`src/rtl/cpu_pkg.sv`:
```
// cpu_pkg: shared constants for the multi-cycle RISC control unit.
//   - FSM state encodings (also visible on cpu_control_fsm.state_o)
//   - register-file write-source select codes
//   - ARM-style condition-code field values
//   - decoder opcode values, including the reserved invalid opcode
package cpu_pkg;

  // FSM state encodings; 5 and 6 are unused and trap to FAULT
  localparam logic [2:0] ST_FETCH   = 3'd0;
  localparam logic [2:0] ST_DECODE  = 3'd1;
  localparam logic [2:0] ST_EXECUTE = 3'd2;
  localparam logic [2:0] ST_MEM     = 3'd3;
  localparam logic [2:0] ST_WB      = 3'd4;
  localparam logic [2:0] ST_FAULT   = 3'd7;

  // Register-file write source
  localparam logic [1:0] RF_WSEL_ALU  = 2'b00;
  localparam logic [1:0] RF_WSEL_MEM  = 2'b01;
  localparam logic [1:0] RF_WSEL_LINK = 2'b10;

  // Condition field values
  localparam logic [3:0] COND_EQ = 4'b0000;
  localparam logic [3:0] COND_NE = 4'b0001;
  localparam logic [3:0] COND_CS = 4'b0010;
  localparam logic [3:0] COND_CC = 4'b0011;
  localparam logic [3:0] COND_MI = 4'b0100;
  localparam logic [3:0] COND_PL = 4'b0101;
  localparam logic [3:0] COND_VS = 4'b0110;
  localparam logic [3:0] COND_VC = 4'b0111;
  localparam logic [3:0] COND_HI = 4'b1000;
  localparam logic [3:0] COND_LS = 4'b1001;
  localparam logic [3:0] COND_GE = 4'b1010;
  localparam logic [3:0] COND_LT = 4'b1011;
  localparam logic [3:0] COND_GT = 4'b1100;
  localparam logic [3:0] COND_LE = 4'b1101;
  localparam logic [3:0] COND_AL = 4'b1110;
  localparam logic [3:0] COND_NV = 4'b1111;

  // Decoder opcodes; the control unit itself only distinguishes OP_INVALID
  localparam logic [4:0] OP_ADD     = 5'b00000;
  localparam logic [4:0] OP_SUB     = 5'b00001;
  localparam logic [4:0] OP_AND     = 5'b00010;
  localparam logic [4:0] OP_ORR     = 5'b00011;
  localparam logic [4:0] OP_CMP     = 5'b00100;
  localparam logic [4:0] OP_TST     = 5'b00101;
  localparam logic [4:0] OP_LDR     = 5'b01000;
  localparam logic [4:0] OP_STR     = 5'b01001;
  localparam logic [4:0] OP_B       = 5'b10000;
  localparam logic [4:0] OP_BL      = 5'b10001;
  localparam logic [4:0] OP_INVALID = 5'b11111;

endpackage

```
`src/rtl/cpu_control_fsm_cond_check.sv`:
```
// cond_check: combinational ARM condition evaluation.
// Ports:
//   condition  in  4  condition field from the decoder
//   nzcv       in  4  current flags {N,Z,C,V}
//   pass       out 1  instruction should execute
// NV (1111) never passes.
module cond_check
  import cpu_pkg::*;
(
  input  logic [3:0] condition,
  input  logic [3:0] nzcv,
  output logic       pass
);

  logic n, z, c, v;
  assign {n, z, c, v} = nzcv;

  always_comb begin
    pass = 1'b0;
    case (condition)
      COND_EQ: pass = z;
      COND_NE: pass = !z;
      COND_CS: pass = c;
      COND_CC: pass = !c;
      COND_MI: pass = n;
      COND_PL: pass = !n;
      COND_VS: pass = v;
      COND_VC: pass = !v;
      COND_HI: pass = c && !z;
      COND_LS: pass = !c || z;
      COND_GE: pass = (n == v);
      COND_LT: pass = (n != v);
      COND_GT: pass = !z && (n == v);
      COND_LE: pass = z || (n != v);
      COND_AL: pass = 1'b1;
      default: pass = 1'b0;
    endcase
  end

endmodule

```
`src/rtl/cpu_control_fsm.sv`:
```
// cpu_control_fsm: multi-cycle control unit sequencing FETCH, DECODE,
// EXECUTE, MEM and WB, driving every datapath enable/select.
// Optional feature macro: COND_EXEC_EN (conditional execution via cond_check;
// when undefined every instruction passes and flags_nzcv is ignored).
// Parameter FETCH_TIMEOUT: nonzero = max FETCH wait cycles before FAULT.
// Ports:
//   clk, rst_n                 clock, async active-low reset
//   imem_ready, dmem_ready     memory handshakes
//   condition, opcode          decoder fields (opcode 5'b11111 = invalid)
//   reg_write_en .. flags_update_en  decoder control bits
//   flags_nzcv                 current flags {N,Z,C,V}
//   imem_req, ir_we, pc_we, pc_sel, opnd_we, alu_we, flags_we,
//   dmem_req, dmem_we, dmem_byte, rf_we, rf_wsel   datapath controls
//   retire                     one-cycle pulse per completed instruction
//   fault                      sticky illegal-instruction / timeout flag
//   state_o                    current state encoding
module cpu_control_fsm
  import cpu_pkg::*;
#(
  parameter int FETCH_TIMEOUT = 0
) (
  input  logic       clk,
  input  logic       rst_n,
  input  logic       imem_ready,
  input  logic       dmem_ready,
  input  logic [3:0] condition,
  input  logic [4:0] opcode,
  input  logic       reg_write_en,
  input  logic       mem_read_en,
  input  logic       mem_write_en,
  input  logic       mem_byte_en,
  input  logic       branch_en,
  input  logic       link_en,
  input  logic       flags_update_en,
  input  logic [3:0] flags_nzcv,
  output logic       imem_req,
  output logic       ir_we,
  output logic       pc_we,
  output logic       pc_sel,
  output logic       opnd_we,
  output logic       alu_we,
  output logic       flags_we,
  output logic       dmem_req,
  output logic       dmem_we,
  output logic       dmem_byte,
  output logic       rf_we,
  output logic [1:0] rf_wsel,
  output logic       retire,
  output logic       fault,
  output logic [2:0] state_o
);

  localparam int CNT_W = (FETCH_TIMEOUT > 0) ? $clog2(FETCH_TIMEOUT + 1) : 1;
  localparam logic [CNT_W-1:0] TIMEOUT_LIMIT = CNT_W'(FETCH_TIMEOUT);

  logic [2:0]       state_q, state_d;
  logic             fault_q, fault_d;
  logic [CNT_W-1:0] tmo_q, tmo_d;
  logic             cond_pass;

`ifdef COND_EXEC_EN
  cond_check u_cond_check (
    .condition (condition),
    .nzcv      (flags_nzcv),
    .pass      (cond_pass)
  );
`else
  logic unused_cond;
  assign unused_cond = ^{condition, flags_nzcv};
  assign cond_pass   = 1'b1;
`endif

  // Next-state and output decode. The timeout counter defaults to zero so it
  // only accumulates across consecutive FETCH wait cycles and is clear on
  // every FETCH entry. Undefined encodings trap to FAULT.
  always_comb begin
    state_d   = state_q;
    tmo_d     = '0;
    imem_req  = 1'b0;
    ir_we     = 1'b0;
    pc_we     = 1'b0;
    pc_sel    = 1'b0;
    opnd_we   = 1'b0;
    alu_we    = 1'b0;
    flags_we  = 1'b0;
    dmem_req  = 1'b0;
    dmem_we   = 1'b0;
    dmem_byte = 1'b0;
    rf_we     = 1'b0;
    rf_wsel   = RF_WSEL_ALU;
    retire    = 1'b0;

    case (state_q)
      ST_FETCH: begin
        imem_req = 1'b1;
        if (imem_ready) begin
          ir_we   = 1'b1;
          pc_we   = 1'b1;
          state_d = ST_DECODE;
        end else if (FETCH_TIMEOUT != 0) begin
          if ((tmo_q + CNT_W'(1)) == TIMEOUT_LIMIT) state_d = ST_FAULT;
          else                                      tmo_d   = tmo_q + CNT_W'(1);
        end
      end

      ST_DECODE: begin
        opnd_we = 1'b1;
        if (opcode == OP_INVALID) begin
          state_d = ST_FAULT;
        end else if (!cond_pass) begin
          retire  = 1'b1;
          state_d = ST_FETCH;
        end else begin
          state_d = ST_EXECUTE;
        end
      end

      ST_EXECUTE: begin
        alu_we   = 1'b1;
        flags_we = flags_update_en;
        if (branch_en) begin
          pc_we   = 1'b1;
          pc_sel  = 1'b1;
          rf_we   = link_en;
          rf_wsel = link_en ? RF_WSEL_LINK : RF_WSEL_ALU;
          retire  = 1'b1;
          state_d = ST_FETCH;
        end else if (mem_read_en || mem_write_en) begin
          state_d = ST_MEM;
        end else if (reg_write_en) begin
          state_d = ST_WB;
        end else begin
          retire  = 1'b1;
          state_d = ST_FETCH;
        end
      end

      ST_MEM: begin
        dmem_req  = 1'b1;
        dmem_we   = mem_write_en;
        dmem_byte = mem_byte_en;
        if (dmem_ready) begin
          if (mem_read_en) begin
            state_d = ST_WB;
          end else begin
            retire  = 1'b1;
            state_d = ST_FETCH;
          end
        end
      end

      ST_WB: begin
        rf_we   = 1'b1;
        rf_wsel = mem_read_en ? RF_WSEL_MEM : RF_WSEL_ALU;
        retire  = 1'b1;
        state_d = ST_FETCH;
      end

      ST_FAULT: state_d = ST_FAULT;

      default: state_d = ST_FAULT;
    endcase
  end

  // fault is set together with the FAULT state so both are visible on the
  // same cycle, and only reset can clear it.
  always_comb begin
    fault_d = fault_q || (state_d == ST_FAULT);
  end

  always_ff @(posedge clk or negedge rst_n) begin
    if (!rst_n) begin
      state_q <= ST_FETCH;
      fault_q <= 1'b0;
      tmo_q   <= '0;
    end else begin
      state_q <= state_d;
      fault_q <= fault_d;
      tmo_q   <= tmo_d;
    end
  end

  assign fault   = fault_q;
  assign state_o = state_q;

endmodule

```
`config.mk`:
```
export PLATFORM = sky130hd
export DESIGN_NAME = cpu_control_fsm
export DESIGN_NICKNAME = d
export VERILOG_FILES = /design/src/rtl/cpu_pkg.sv /design/src/rtl/cpu_control_fsm_cond_check.sv /design/src/rtl/cpu_control_fsm.sv
export SDC_FILE = /design/constraint.sdc
export NUM_CORES = 1
export LEC_CHECK = 0
export ABC_AREA = 1
export CORE_AREA = 10 10 47 49
export CTS_BUF_LIST = sky130_fd_sc_hd__clkbuf_2 sky130_fd_sc_hd__clkbuf_4 sky130_fd_sc_hd__clkbuf_8
export DETAILED_ROUTE_END_ITERATION = 6
export DIE_AREA = 0 0 57 59
export PLACE_DENSITY = 0.83
export SETUP_SLACK_MARGIN = 0.5
export SLEW_MARGIN = 20
export SYNTH_ARGS = -nofsm -noshare
export SYNTH_HDL_FRONTEND = slang
export SYNTH_SLANG_ARGS = --single-unit
```
`constraint.sdc`:
```
create_clock -name clk -period 2 [get_ports clk]
set_input_delay 0.4 -clock clk [delete_from_list [all_inputs] [get_ports clk]]
set_output_delay 0.4 -clock clk [all_outputs]
set_load 0.01 [all_outputs]
```
==> results of run 1 <==
registers in the layout, summed over array words and instances, names as in the netlist:
signal   flops
state_o      3
fault        1
placed cells by master, fill, tap and decap left out, drive strengths merged:
cell type | synthesis | routed
buf | 0 | 34
inv | 20 | 20
nor2 | 18 | 18
nand2 | 14 | 14
clkdlybuf4s50 | 0 | 11
dlygate4sd2 | 0 | 8
nand3 | 5 | 5
o21ai | 4 | 4
dfrtp | 4 | 4
clkbuf | 0 | 3
a21oi | 1 | 1
o221ai | 1 | 1
stage by stage:
| step | hold slack, ps | worst slack [ps] |
|---|---|---|
| after floorplan | 104 | 519 |
| after global placement | 450 | -203 |
| after detailed placement | 471 | -240 |
| after CTS | 376 | 292 |
| after global routing | 379 | 220 |
| final | 372 | 296 |
area by class of cell:
| class | count | area, µm² |
|---|---|---|
| fill | 128 | 453 |
| tap | 16 | 20.0 |
| clock buffer | 3 | 22.5 |
| multi-input combinational | 43 | 279 |
| sequential | 4 | 103 |
| inverter | 20 | 77.6 |
| timing repair buffer | 53 | 447 |
logic make-up (layout without fill, tap and decap cells):
logic type      count (synthesis)  count (layout)  share of synthesized area
flops                           4               4                      0.259
buf+inv                        20              76                      0.194
simple gates                   37              37                      0.440
compound gates                  6               6                      0.107
how the worst min path moves through the flow:
stage / depth (start not counted) / start / to
after global placement: 2 / fault / fault
after floorplan: 0 / rst_n / fault
after detailed placement: 2 / fault / fault
after global routing: 1 / rst_n / state_o[2]
final: 1 / rst_n / state_o[2]
after CTS: 1 / rst_n / state_o[2]
layer usage:
layer / track usage / vias up
li1: - / 308
met3: 0.0429 / 2
met2: 0.175 / 22
met1: 0.0878 / 269
met4: 0.0369 / 0
met5: 0 / -
where the power goes:
| part | total (mW) | switching (mW) | internal [mW] | leakage [nW] |
|---|---|---|---|---|
| clock network | 0.0951 | 0.0283 | 0.0668 | 0.0138 |
| registers | 0.173 | 0.0561 | 0.117 | 0.0445 |
| logic | 1.03 | 0.493 | 0.538 | 0.462 |
| total | 1.30 | 0.578 | 0.722 | 0.521 |
critical path: cells and delay by family, from the launching register on:
kind / cells / cell delay, ps
simple gates: 2 / 190
compound gates: 1 / 160
flops: 1 / 380
buf+inv: 3 / 350
timing repair:
action | in CTS | in global routing
buffers inserted | 6 | 9
gates cloned | 0 | 0
pin swaps | 3 | 5
endpoints found under the setup margin | 18 | 14
gates resized for setup | 78 | 19
==> run_results.csv, run 1 <==
group,metric,value,unit
power_and_ir_drop,power_per_cell_area,1370,nW/µm²
min_path,hold_class,"primary input to asynchronous set/reset pin",
drt,wl_per_cell,12.2,µm
final_layout,syn_to_final_growth,145,%
drt,drt-met1-wl,643,µm
timing,grt_setup_unrepaired,"yes",
die,fp.coreArea,1400,µm²
die,num_rows,14,
drt,ant_nets,0,
clocking,clock_path_buffers,2,
placed_design,place_area,783,µm²
die,pin_count,42,
timing,setup_viol,0,
drt,vias,601,
clocking,insertion_delay,230,ps
die,die_h,59,µm
timing,fin_skew,1.53,ps
final_layout,drive_above_1_share,0.545,
power_and_ir_drop,p_leak,0.521,nW
synthesis,synth.area.top_cells,"dfrtp_1 26%, inv_1 16%, nor2_1 15%",
drt,dr.pass1.iters,2,
global_routing,antenna_found_initial,0,
synthesis,syn_area_per_cell,5.77,µm²
global_routing,grt_max_degree,7,
synthesis,netlist_area,387,µm²
die,design.die.area,3360,µm²
global_routing,grt-ovfl-total,0,
final_layout,nets,149,
final_layout,final_cells,139,
clocking,ctsHoldBuffers,0,
synthesis,synthesis.nets,91,
timing,finalMaxSlewViolations,0,
placed_design,dp_hpwl,1.26,mm
placed_design,dp_cells,121,
drt,wl_met2,912,µm
clocking,cts_made_buffers,3,
timing,hold_viol_final,0,
timing,final.setup.tns,0,ps
die,dieWidth,57,µm
synthesis,synth_edf_count,0,
final_layout,postLayoutCoreUtil,0.677,
drt,wirelength,1.70,mm
synthesis,yosys_warnings,0,
clocking,path_clk_slew,40,ps
drt,dr_wl_met3,136,µm
clocking,cts_max_level,1,
setup_path,crit_top_cell,"inv_2",
placed_design,gp_congestion,0.806,
synthesis,synth_top_cells_by_count,"16 x inv_1, 15 x nor2_1, 11 x nand2_1, 4 x dfrtp_1, 4 x inv_2",
final_layout,diodes,0,
timing,fmax,0.587,GHz
power_and_ir_drop,max-vdd-ir-drop,915,µV
timing,max_slew_margin,0.878,
timing,fin_crit,1700,ps
flow_run,cap_viol_max_count,0,
drt,dr.max_layer_used,"met4",
timing,fin_crit_sh,0.852,
run_status,status,"finished clean",
clocking,cts_root_buf,"clkbuf_4",
global_routing,grt_usage,0.0942,
synthesis,yosysSeqAreaShare,0.259,
synthesis,netlist.top_cell.by_area,"dfrtp_1",
clocking,cts_tree,"yes",
drt,post_drt_via_cell_ratio,4.32,
setup_path,worstReg2RegStart,"state_o[2]",
setup_path,regToRegEndpoint,"fault",
setup_path,worstPathMaxFanout,4,
synthesis,synthCells,67,
setup_path,worst_r2r_path_depth,12,
setup_path,crit_end,"retire",
timing,tightest_slew,184,ps
setup_path,crit_path_top_delay_cell,"dfrtp_1",
power_and_ir_drop,power,1.30,mW
synthesis,ys_types,14,
die,start_util,0.276,
global_routing,grt_pass1_vias,658,
setup_path,path_class,"flop to output port",
synthesis,yosysTopAreaCellShare,0.259,
setup_path,start_kind,"flop",
setup_path,cp.required,1600,ps
synthesis,ys_ff_latch,4,
setup_path,end_kind,"output port",
final_layout,final_area,948,µm²
drt,drt_iter0_markers,6,
setup_path,rrSetupSlack,440,ps
drt,post-route-drc-count,0,
placed_design,io_buffers,33,
setup_path,cp.arrival,1300,ps
setup_path,startpoint,"state_o[2]",
setup_path,cp_cell_sequence,"inv_2, nand2_4, nor2_4, inv_2, o221ai_2, buf_2",
synthesis,synth_most_common_cell,"inv_1",
synthesis,synthFlopType,"dfrtp_1",
synthesis,synthArstFlopShare,1.00,
clocking,cts.sinks,4,
setup_path,slowest_delay,380,ps
global_routing,grt_pass1_wl,2.64,mm
Power figures use the tool's default switching activity.
==> run 2: changes to the inputs <==
CORE_AREA = 2 2 39 41   (was 10 10 47 49)
DIE_AREA = 0 0 41 43   (was 0 0 57 59)
==> run 2 against run 1 <==
Final area is 8.2% higher. Non-clock buffer count rose by 6. Sequential share of layout area decreased by 0.94 points. First-iteration DRC count is 67% lower. Utilization up 6.5 points. Highest routed layer unchanged.
==> run_results.csv, run 2 (synthesized netlist as in run 1, its figures left out) <==
group,metric,value,unit
final_layout,layout_commonest_cell,"buf_4",
timing,max_slew_margin,0.852,
timing,finalMaxSlewViolations,0,
final_layout,syn_to_final_growth,165,%
clocking,cts_tree,"yes",
setup_path,worstPathMaxFanout,3,
die,start_util,0.279,
setup_path,cp.arrival,1370,ps
global_routing,grt_max_degree,5,
clocking,cts_max_level,1,
die,fp.coreArea,1380,µm²
final_layout,drive_above_1_share,0.581,
final_layout,diodes,0,
power_and_ir_drop,power_per_cell_area,1440,nW/µm²
setup_path,worst_r2r_path_depth,11,
final_layout,largest_reg_flops,3,
drt,vias,661,
global_routing,grt_pass1_vias,604,
setup_path,crit_path_top_delay_cell,"dfrtp_2",
die,die_h,43,µm
clocking,cts_root_buf,"clkbuf_4",
placed_design,dp_hpwl,1.03,mm
clocking,cts.sinks,4,
global_routing,antenna_found_initial,0,
timing,fmax,0.565,GHz
clocking,cts_made_buffers,3,
final_layout,final_cell_mix,"20 x buf_4, 12 x inv_1, 12 x clkdlybuf4s50_1, 11 x nor2_1",
drt,drt_iter0_markers,2,
power_and_ir_drop,p_leak,0.559,nW
global_routing,grt_usage,0.196,
drt,wirelength,1.85,mm
clocking,insertion_delay,230,ps
final_layout,nets,155,
placed_design,gp_congestion,0.736,
final_layout,nFillCells,107,
drt,dr.pass1.iters,3,
timing,hold_viol_final,0,
global_routing,grt-ovfl-total,0,
setup_path,end_kind,"output port",
die,design.die.area,1760,µm²
drt,post_drt_via_cell_ratio,4.56,
die,num_rows,14,
setup_path,cp_cell_sequence,"buf_4, nor2_1, nand2_4, o21ai_2, buf_2",
setup_path,path_class,"flop to output port",
timing,grt_setup_unrepaired,"yes",
global_routing,grt_pass1_wl,2.31,mm
drt,wl_per_cell,12.8,µm
clocking,clock_path_buffers,2,
min_path,hold_class,"primary input to asynchronous set/reset pin",
setup_path,cp.required,1600,ps
timing,tightest_slew,221,ps
clocking,path_clk_slew,40,ps
timing,hold_slack,383,ps
timing,fin_skew,8.56,ps
timing,setup_viol,0,
drt,ant_nets,0,
flow_run,cap_viol_max_count,0,
run_status,status,"finished clean",
drt,post-route-drc-count,0,
die,dieWidth,41,µm
timing,final.setup.tns,0,ps
die,pin_count,42,
setup_path,slowest_delay,420,ps
power_and_ir_drop,max-vdd-ir-drop,721,µV
setup_path,start_kind,"flop",
timing,fin_crit_sh,0.885,
clocking,ctsHoldBuffers,0,
timing,fin_crit,1770,ps
placed_design,io_buffers,33,
run 2: through the flow:
stage | area [µm²] | cells | worst slack [ps] | util | total power, mW
final | 1030 | 145 | 231 | 0.741 | 1.47
after detailed placement | 776 | 120 | -202 | 0.561 | 0.884
after CTS | 876 | 134 | 287 | 0.633 | 1.15
after global placement | 776 | 120 | -196 | 0.561 | 0.867
after global routing | 1030 | 145 | 174 | 0.741 | 1.57
after floorplan | 395 | 67 | 519 | - | 0.507
run 2: cell type report:
| cell class | instances | area, µm² | area share |
|---|---|---|---|
| clock buffers | 3 | 22.5 | 0.0220 |
| inverters | 20 | 77.6 | 0.0756 |
| multi-input cells | 43 | 307 | 0.299 |
| flip-flops and latches | 4 | 101 | 0.0988 |
| well taps | 16 | 20.0 | 0.0195 |
| repair buffers | 59 | 498 | 0.485 |
run 2: path summary, 6_finish.rpt:
check | start | endpoint | slack, ps
setup / recovery | state_o[1] | pc_we | 230
hold / removal | rst_n | state_o[2] | 380
setup reg to reg | state_o[2] | fault | 470
hold reg to reg | fault | fault | 460
max in group asynchronous | rst_n | state_o[1] | 1420
min in group clk | fault | fault | 460
run 2: worst max-delay path, delay by kind of cell (launching register included):
family / cells / cell delay [ps]
AO/OA/AOI/OAI: 1 / 130
buffers and inverters: 2 / 300
flip-flops: 1 / 420
AND/OR/NAND/NOR: 2 / 290
run 2: power breakdown:
group | switching (mW) | internal, mW | leakage [nW] | total, mW
Sequential | 0.0358 | 0.115 | 0.0457 | 0.151
Combinational | 0.606 | 0.618 | 0.500 | 1.22
Clock | 0.0327 | 0.0671 | 0.0138 | 0.0998
Total | 0.674 | 0.800 | 0.559 | 1.47
run 2: routing by layer:
layer,part of all wire,track usage
met5,0,0
met1,0.37,0.192
met4,0.032,0.107
met3,0.051,0.0419
met2,0.55,0.347
run 2: repair_timing:
item / CTS / global route
pin swaps: 4 / 7
endpoints found under the setup margin: 17 / 17
gates cloned: 0 / 0
buffers inserted: 11 / 11
gates resized for setup: 82 / 20
